--- config.mk ---
export PLATFORM = sky130hd
export DESIGN_NAME = mf_sequencer
export DESIGN_NICKNAME = d
export VERILOG_FILES = /design/src/rtl/mf_sequencer.sv
export SDC_FILE = /design/constraint.sdc
export NUM_CORES = 1
export LEC_CHECK = 0
export ABC_AREA = 1
export BUFFER_PORTS_ARGS = -buffer_cell sky130_fd_sc_hd__buf_2
export CAP_MARGIN = 20
export CORE_MARGIN = 4
export CORE_UTILIZATION = 60
export DETAILED_ROUTE_END_ITERATION = 10
export PLACE_DENSITY_LB_ADDON = 0.05
export SETUP_SLACK_MARGIN = 0.3
export SLEW_MARGIN = 20
export SYNTH_ARGS = -nofsm -noshare
export SYNTH_HDL_FRONTEND = slang
export SYNTH_SLANG_ARGS = --single-unit
--- constraint.sdc ---
create_clock -name clk -period 4 [get_ports clk]
set_input_delay 0.2 -clock clk [delete_from_list [all_inputs] [get_ports clk]]
set_output_delay 0.2 -clock clk [all_outputs]
set_load 0.005 [all_outputs]
--- src/rtl/mf_sequencer.sv ---
// mf_sequencer: control FSM for the 60-tap matched-filter correlator (load coefs, fill window, correlate, detect, holdoff).
// Latency: dp_x/dp_shift registered 1 cycle after a sample handshake; detected pulses LAT+1 cycles after the handshake.
// Backpressure: valid/ready on coef and samp; coef_valid or samp_valid low simply stalls, no timeout; cfg_abort drops readies.
// Ports: clk/rst (sync, active high); cfg_start/cfg_abort/cfg_threshold session control; coef_* load handshake and
//        datapath coefficient write; samp_* sample handshake; dp_x/dp_shift/dp_y datapath interface;
//        busy/detected/peak/peak_idx/state_o status (IDLE=0 LOAD=1 FILL=2 RUN=3 HOLD=4).
// Build option: define MF_SEQ_ABS_EN to evaluate |dp_y| (saturating) for peak and threshold compares.
module mf_sequencer #(
    parameter int ORDER   = 60,
    parameter int LAT     = 3,
    parameter int HOLDOFF = 16,
    parameter int IDXW    = 16
) (
    input  logic            clk,
    input  logic            rst,
    input  logic            cfg_start,
    input  logic            cfg_abort,
    input  logic [37:0]     cfg_threshold,
    input  logic [15:0]     coef_in,
    input  logic            coef_valid,
    output logic            coef_ready,
    output logic            coef_we,
    output logic [5:0]      coef_addr,
    output logic [15:0]     coef_wdata,
    input  logic [15:0]     samp_in,
    input  logic            samp_valid,
    output logic            samp_ready,
    output logic [15:0]     dp_x,
    output logic            dp_shift,
    input  logic [37:0]     dp_y,
    output logic            busy,
    output logic            detected,
    output logic [37:0]     peak,
    output logic [IDXW-1:0] peak_idx,
    output logic [2:0]      state_o
);

    localparam int          HW       = $clog2(HOLDOFF + 1);
    localparam logic [5:0]  LAST_TAP = 6'(ORDER - 1);
    localparam logic [37:0] Y_MIN    = {1'b1, {37{1'b0}}};
`ifdef MF_SEQ_ABS_EN
    localparam logic [37:0] Y_MAX     = {1'b0, {37{1'b1}}};
    localparam logic [37:0] PEAK_INIT = '0;
`else
    localparam logic [37:0] PEAK_INIT = Y_MIN;
`endif

    typedef enum logic [2:0] {
        S_IDLE = 3'd0,
        S_LOAD = 3'd1,
        S_FILL = 3'd2,
        S_RUN  = 3'd3,
        S_HOLD = 3'd4
    } state_t;

    state_t          state, state_nxt;
    logic [37:0]     thr;
    logic [5:0]      coef_cnt;
    logic [5:0]      fill_cnt;
    logic [IDXW-1:0] samp_idx;
    logic [IDXW-1:0] shift_idx;
    logic            shift_full;
    logic [HW-1:0]   hold_cnt;
    logic            pipe_vld [LAT];
    logic [IDXW-1:0] pipe_idx [LAT];
    logic            ev_vld;
    logic [IDXW-1:0] ev_idx;
    logic [37:0]     ev_val;
    logic            ev_hit;
    logic            ev_peak;
    logic            coef_hs;
    logic            samp_hs;

    // Abort drops ready so a coincident handshake never happens.
    assign coef_ready = (state == S_LOAD) & ~cfg_abort;
    assign samp_ready = ((state == S_FILL) | (state == S_RUN) | (state == S_HOLD)) & ~cfg_abort;
    assign coef_hs    = coef_valid & coef_ready;
    assign samp_hs    = samp_valid & samp_ready;

    assign coef_we    = coef_hs;
    assign coef_addr  = coef_hs ? coef_cnt : '0;
    assign coef_wdata = coef_hs ? coef_in  : '0;
    assign busy       = (state != S_IDLE);
    assign state_o    = state;

    // Pipe tail lines up with the dp_y result of the shift LAT cycles earlier.
    assign ev_vld = pipe_vld[LAT-1];
    assign ev_idx = pipe_idx[LAT-1];

    always_comb begin
        ev_val = dp_y;
`ifdef MF_SEQ_ABS_EN
        if (dp_y == Y_MIN) begin
            ev_val = Y_MAX;
        end else if (dp_y[37]) begin
            ev_val = ~dp_y + 38'd1;
        end
`endif
    end

    assign ev_hit  = ev_vld & ($signed(ev_val) >= $signed(thr));
    assign ev_peak = ev_vld & ($signed(ev_val) >  $signed(peak));

    always_ff @(posedge clk) begin
        if (rst) begin
            state <= S_IDLE;
        end else begin
            state <= state_nxt;
        end
    end

    always_comb begin
        state_nxt = state;
        case (state)
            S_IDLE: if (cfg_start) state_nxt = S_LOAD;
            S_LOAD: if (coef_hs && coef_cnt == LAST_TAP) state_nxt = S_FILL;
            S_FILL: if (samp_hs && fill_cnt == LAST_TAP) state_nxt = S_RUN;
            S_RUN:  if (ev_hit) state_nxt = S_HOLD;
            // A threshold hit evaluated on the exit cycle is still in HOLD and is ignored.
            S_HOLD: if (samp_hs && hold_cnt == HW'(1)) state_nxt = S_RUN;
            default: state_nxt = S_IDLE;
        endcase
        if (cfg_abort) state_nxt = S_IDLE;
    end

    always_ff @(posedge clk) begin
        if (rst) begin
            thr        <= '0;
            coef_cnt   <= '0;
            fill_cnt   <= '0;
            samp_idx   <= '0;
            shift_idx  <= '0;
            shift_full <= 1'b0;
            hold_cnt   <= '0;
            dp_x       <= '0;
            dp_shift   <= 1'b0;
            detected   <= 1'b0;
            peak       <= '0;
            peak_idx   <= '0;
            for (int i = 0; i < LAT; i++) begin
                pipe_vld[i] <= 1'b0;
                pipe_idx[i] <= '0;
            end
        end else if (cfg_abort) begin
            // Session discarded; peak/peak_idx and dp_x keep their last values.
            coef_cnt   <= '0;
            fill_cnt   <= '0;
            samp_idx   <= '0;
            shift_full <= 1'b0;
            hold_cnt   <= '0;
            dp_shift   <= 1'b0;
            detected   <= 1'b0;
            for (int i = 0; i < LAT; i++) begin
                pipe_vld[i] <= 1'b0;
            end
        end else begin
            detected    <= (state == S_RUN) & ev_hit;
            pipe_vld[0] <= dp_shift & shift_full;
            pipe_idx[0] <= shift_idx;
            for (int i = 1; i < LAT; i++) begin
                pipe_vld[i] <= pipe_vld[i-1];
                pipe_idx[i] <= pipe_idx[i-1];
            end

            if (ev_peak) begin
                peak     <= ev_val;
                peak_idx <= ev_idx;
            end

            if (state == S_IDLE && cfg_start) begin
                thr      <= cfg_threshold;
                coef_cnt <= '0;
                fill_cnt <= '0;
                samp_idx <= '0;
                peak     <= PEAK_INIT;
                peak_idx <= '0;
            end

            if (coef_hs) coef_cnt <= coef_cnt + 6'd1;

            dp_shift <= samp_hs;
            if (samp_hs) begin
                dp_x       <= samp_in;
                shift_idx  <= samp_idx;
                // Only the ORDER-th and later samples produce a full-window result.
                shift_full <= (state != S_FILL) | (fill_cnt == LAST_TAP);
                samp_idx   <= samp_idx + IDXW'(1);
                if (state == S_FILL && fill_cnt != LAST_TAP) fill_cnt <= fill_cnt + 6'd1;
            end

            if (state == S_RUN && ev_hit) begin
                hold_cnt <= HW'(HOLDOFF);
            end else if (state == S_HOLD && samp_hs) begin
                hold_cnt <= hold_cnt - HW'(1);
            end
        end
    end

endmodule

==> flow_summary.json, run 1 <==
{
  "setup_viol_count_final": 0,
  "rsz0062_at_grt": "no",
  "hold_depth": 5,
  "synthFlopType": "dfxtp_1",
  "rows": 49,
  "clock_skew_ns": 0.0187,
  "numCtsBuffers": 24,
  "final_cell_mix": "nand2_1 (306), inv_1 (245), buf_2 (214), nor2_1 (202), dfxtp_1 (163)",
  "setup_tns_ns": 0,
  "criticalPathCategory": "register to register",
  "worstMarginPinSlew_ns": 0.799,
  "grt_first_pass_wirelength_mm": 43.1,
  "worstSetupEndpointType": "register",
  "routed_wl_mm": 26.9,
  "relSlewSlack": 0.467,
  "grt-ovfl-total": 0,
  "synth_cells": 1471,
  "fill_cells": 1455,
  "status": "finished, final reports clean",
  "cp-start-kind": "register",
  "ant_nets": 0,
  "initial_utilization": 0.611,
  "dieArea_um2": 20500,
  "hp-start": "dp_y[9]",
  "power_density_nw_per_um2": 411,
  "hold_path_end": "peak[9]",
  "cp.required_ns": 4.41,
  "die_x_um": 143,
  "power.leakage_nw": 6.44,
  "worstRegToRegCells": 13,
  "timing.final.crit_share": 0.797,
  "synthToLayoutAreaGrowth_pct": 22.3,
  "maxCapViolations": 0,
  "cp.arrival_ns": 3.60,
  "ys_seq_area_frac": 0.437,
  "antenna_found_initial": 0,
  "avgSynthCellArea_um2": 7.46,
  "root_buffer": "clkbuf_16",
  "cts_setup_buffers": 0,
  "crit_fanout": 46,
  "vias_per_cell": 5.00,
  "cts_sinks": 214,
  "final_common_cell": "nand2_1",
  "fin_crit_ns": 3.19,
  "synth-async-reset-ratio": 0,
  "grt_pass1_vias": 9417,
  "fin_nets": 1908,
  "hold_viol": 0,
  "rrSetupSlack_ns": 0.81,
  "wire_per_inst_um": 13.7,
  "r2r-start": "peak[37]",
  "antenna_cells": 0,
  "gp_congestion": 0.866,
  "clk_latency_ns": 0.53,
  "yosys_warnings": 0,
  "setup_ws_ns": 0.811,
  "vias": 9803,
  "clk_path_buf_depth": 3,
  "cts_tree": "done",
  "dp_slack_ns": 0.864,
  "yosysUniqueCellTypes": 48,
  "die_height_um": 143,
  "grtUsageTotal": 0.253,
  "grt_max_degree": 79,
  "hold_path.class": "input pin to register",
  "fmax_mhz": 314,
  "first_pass_iters": 5,
  "fp.coreArea_um2": 18000,
  "drc": 0,
  "drive_gt1_frac": 0.181,
  "ys_ff_latch": 214,
  "rr_endpoint": "peak[26]",
  "pin_count": 215,
  "cts_max_level": 1,
  "hpwl_mm": 18.2,
  "slew_violations": 0,
  "placement.io_buffers": 214,
  "path_clk_slew_ns": 0.06,
  "synth_area_um2": 11000,
  "drt_first_iter_violations": 650,
  "synth_enable_flop_cells": 51,
  "ir_drop_v": 0.000320
}
Yosys cell counts, types with 2 or more instances:
library cell | count | area share
o21a_1 | 2 | 0.0014
nand3_1 | 60 | 0.027
nor2_4 | 3 | 0.0031
a21oi_1 | 118 | 0.054
buf_4 | 2 | 0.0014
nand2_1 | 307 | 0.11
clkbuf_1 | 35 | 0.012
dfxtp_1 | 163 | 0.30
a211oi_1 | 7 | 0.0048
a221oi_1 | 6 | 0.0048
nor2_2 | 32 | 0.018
o21ai_1 | 2 | 0.00091
buf_6 | 5 | 0.0051
nand4_1 | 9 | 0.0051
inv_1 | 246 | 0.084
buf_1 | 3 | 0.0010
nor2_1 | 202 | 0.069
a31oi_1 | 2 | 0.0011
edfxtp_1 | 51 | 0.14
a21o_1 | 2 | 0.0014
or2_2 | 2 | 0.0011
clkinv_1 | 2 | 0.00068
nor4_1 | 2 | 0.0011
nor3_2 | 2 | 0.0018
buf_2 | 14 | 0.0064
nand2_2 | 5 | 0.0029
nand2_4 | 2 | 0.0021
ha_1 | 81 | 0.092
o21ai_0 | 73 | 0.033
nor3b_1 | 2 | 0.0014
inv_2 | 4 | 0.0014
xnor2_1 | 2 | 0.0016
nor3_1 | 8 | 0.0036
kinds of logic after synthesis:
group,count (synthesis),synth area share
adder cells (fa/ha/maj),81,0.0924
AND/OR/NAND/NOR,640,0.247
AO/OA/AOI/OAI,221,0.109
other,1,0.000342
buffers and inverters,312,0.113
XOR/XNOR,2,0.00160
flip-flops,214,0.437
how the worst max path moves through the flow:
| stage | start | end | slack [ns] | cells after the start |
|---|---|---|---|---|
| 2_1_floorplan | rst | pipe_idx[0][0] | 1.73 | 4 |
| 3_3_place_gp | peak[21] | peak_idx[4] | 0.91 | 11 |
| 3_5_place_dp | peak[20] | peak_idx[6] | 0.86 | 11 |
| 4_1_cts | peak[20] | peak[20] | 0.85 | 11 |
| 5_1_grt | peak[37] | peak[26] | 0.56 | 13 |
| 6_report | peak[37] | peak[26] | 0.81 | 13 |
final cells by class:
| cell class | instances | area [um2] | area share |
|---|---|---|---|
| multi-input cells | 947 | 4970 | 0.370 |
| repair buffers | 273 | 1650 | 0.123 |
| clock buffers | 30 | 653 | 0.0487 |
| well taps | 229 | 287 | 0.0214 |
| flip-flops and latches | 214 | 4790 | 0.357 |
| clock inverters | 14 | 120 | 0.00895 |
| inverters | 253 | 952 | 0.0710 |
worst max-delay path, stage by stage, from the launching register on:
cell and delay, ns:
dfxtp_1 0.34, inv_1 0.05, ha_1 0.32, a21oi_1 0.19
o21ai_0 0.11, a21o_1 0.17, nor2_1 0.18, nand3_1 0.10
nand2_1 0.10, nand3b_4 0.36, nand2_4 0.54, inv_4 0.32
nor2_2 0.21, nor2_2 0.05
sequential cells by signal (all words and copies together), names as in the netlist, 3 cells and up:
name	flops
shift_idx	16
hold_cnt	5
coef_cnt	6
peak	38
dp_x	16
samp_idx	16
fill_cnt	6
state_o	3
thr	38
pipe_idx	48
peak_idx	16
pipe_vld	3
power breakdown:
group / leakage (nW) / internal (mW) / switching, mW / total [mW]
Clock: 0.375 / 1.23 / 0.890 / 2.12
Sequential: 1.90 / 2.35 / 0.0622 / 2.41
Combinational: 4.16 / 0.385 / 0.601 / 0.986
per-stage QoR:
stage          power, mW  area, um2   util  hold slack, ns  std cells
2_1_floorplan       3.09      11000      -           0.278       1473
3_3_place_gp        3.37      12100  0.674           0.439       1863
3_5_place_dp        3.40      12100  0.674           0.444       1863
4_1_cts             5.55      13400  0.747        0.000151       1960
5_1_grt             5.81      13400  0.747         0.00507       1960
6_report            5.52      13400  0.747          0.0221       1960
per-layer routing:
| layer | routed length (um) | track usage | up-vias |
|---|---|---|---|
| met2 | 13100 | 0.455 | 268 |
| li1 | - | - | 5117 |
| met4 | 623 | 0.0649 | 0 |
| met3 | 1700 | 0.0445 | 50 |
| met1 | 11500 | 0.315 | 4368 |
| met5 | 0 | 0 | - |
timing repair:
item / CTS / global route
hold buffers: 53 / 0
hold endpoints to repair: 53 / 0
resized for setup: 0 / 0
(Power assumes the default switching activity.)
==> run 2: changes to the inputs <==
Settings changed: CORE_UTILIZATION 60 to 50.
Clock period 4 ns to 2.7 ns, I/O delays scaled along.
==> flow_summary.json, run 2 (synthesis results as in run 1) <==
{
  "status": "finished, final reports clean",
  "ir_drop_v": 0.000475,
  "cp.required_ns": 3.10,
  "die_height_um": 156,
  "slew_violations": 0,
  "internal-power_mw": 6.09,
  "p_sw_mw": 2.33,
  "top_register": "pipe_idx",
  "clk_path_buf_depth": 3,
  "setup_viol_count_final": 0,
  "rows": 53,
  "largest_reg_flops": 48,
  "final_common_cell": "nand2_1",
  "initial_utilization": 0.515,
  "hold_path.class": "input pin to register",
  "hold_viol": 0,
  "fin_crit_ns": 2.24,
  "pin_count": 215,
  "drc": 0,
  "drive_gt1_frac": 0.185,
  "timing.final.crit_share": 0.830,
  "largest_registers": "pipe_idx (48), peak (38), thr (38)",
  "root_buffer": "clkbuf_16",
  "maxCapViolations": 0,
  "antenna_cells": 0,
  "routed_wl_mm": 28.2,
  "dpl_cell_area_um2": 12300,
  "switching_share": 0.277,
  "clock_skew_ns": 0.00796,
  "fp.coreArea_um2": 21300,
  "hpwl_mm": 19.0,
  "clk_latency_ns": 0.52,
  "worstSetupEndpointType": "register",
  "grt-ovfl-total": 0,
  "power_density_nw_per_um2": 597,
  "cp.arrival_ns": 2.65,
  "crit_fanout": 20,
  "dieArea_um2": 24400,
  "numCtsBuffers": 24,
  "fin_nets": 1960,
  "ant_nets": 0,
  "vias": 9989,
  "power.leakage_nw": 6.69,
  "cts_sinks": 214,
  "gp_congestion": 0.840,
  "clockPowerShare": 0.390,
  "p_comb_frac": 0.186,
  "cts_tree": "done",
  "fmax_mhz": 446,
  "criticalPathCategory": "register to register",
  "grt_first_pass_wirelength_mm": 46.9,
  "setup_tns_ns": 0,
  "antenna_found_initial": 0,
  "final_cell_mix": "nand2_1 (306), inv_1 (245), buf_2 (214), nor2_1 (198), dfxtp_1 (163)",
  "grt_max_degree": 69,
  "vias_per_cell": 4.85,
  "dp_cells": 1920,
  "rsz0062_at_grt": "yes",
  "synthToLayoutAreaGrowth_pct": 28.5,
  "seqPwrFrac": 0.425,
  "grtUsageTotal": 0.230,
  "cp-start-kind": "register",
  "final_cell_area_um2": 14100,
  "drt_first_iter_violations": 589,
  "placement.io_buffers": 214,
  "die_x_um": 156,
  "first_pass_iters": 5,
  "grt_pass1_vias": 9610,
  "layout.cells.non_filler": 2058,
  "cts_max_level": 1,
  "wire_per_inst_um": 13.7,
  "path_clk_slew_ns": 0.06,
  "power_mw": 8.41
}
==> run 2: worst paths after layout <==
path / from / to / slack (ns) / cells past startpoint
worst min-delay path: dp_y[3] / peak[3] / 0.02 / 5
worst min register to register: shift_idx[15] / shift_idx[15] / 0.46 / 2
worst max register to register: peak[9] / peak[10] / 0.46 / 17
worst max-delay path: peak[9] / peak[10] / 0.46 / 17
==> run 2: stage by stage <==
stage / hold slack [ns] / utilization / worst slack (ns)
finish: 0.0205 / 0.662 / 0.458
global route: 0.0605 / 0.662 / 0.261
CTS: 0.00162 / 0.660 / 0.353
detailed placement: 0.389 / 0.578 / 0.328
global placement: 0.385 / 0.578 / 0.394
floorplan: 0.213 / - / 0.497
==> run 2: area by class of cell <==
type / instances / area (um2)
inverters: 253 / 957
well taps: 275 / 344
multi-input cells: 947 / 4990
clock buffers: 32 / 641
fillers: 1847 / 7190
repair buffers: 325 / 2220
flip-flops and latches: 214 / 4790
clock inverters: 12 / 150
==> run 2: routing by layer <==
layer | part of all wire | vias to the layer above | GRT usage | wire [um]
li1 | - | 5230 | - | -
met4 | 0.021 | 0 | 0.0587 | 604
met5 | 0 | - | 0 | 0
met2 | 0.44 | 262 | 0.370 | 12500
met3 | 0.059 | 47 | 0.0380 | 1670
met1 | 0.48 | 4450 | 0.326 | 13400
==> run 2: power groups by stage <==
stage | registers (mW) | logic, mW | clock network (mW)
after global routing | 3.59 | 1.79 | 3.50
after global placement | 3.63 | 1.41 | 0
final | 3.57 | 1.56 | 3.28
after floorplan | 3.64 | 0.937 | 0
after CTS | 3.57 | 1.55 | 3.36
after detailed placement | 3.64 | 1.44 | 0
==> run 2: what timing repair did <==
action                                  4_1_cts  5_1_grt
buffers inserted                              0        0
resized for setup                             1       12
endpoints found under the setup margin        1       59
endpoints found under the hold margin        93        0
hold buffers                                 94        0
==> run 2: worst max-delay path, cell delays in order (launching register included) <==
cell and delay (ns):
dfxtp_1 0.35, inv_1 0.05, ha_1 0.31, a21oi_1 0.18
o21ai_0 0.13, nand2_1 0.08, nand2_1 0.05, nand2_1 0.05
nand2_1 0.05, nand2_1 0.07, nand3_1 0.06, nand2_1 0.10
nand3b_4 0.10, nand2_4 0.11, buf_6 0.23, nand2_1 0.07
nand2_1 0.07, nor2_1 0.05
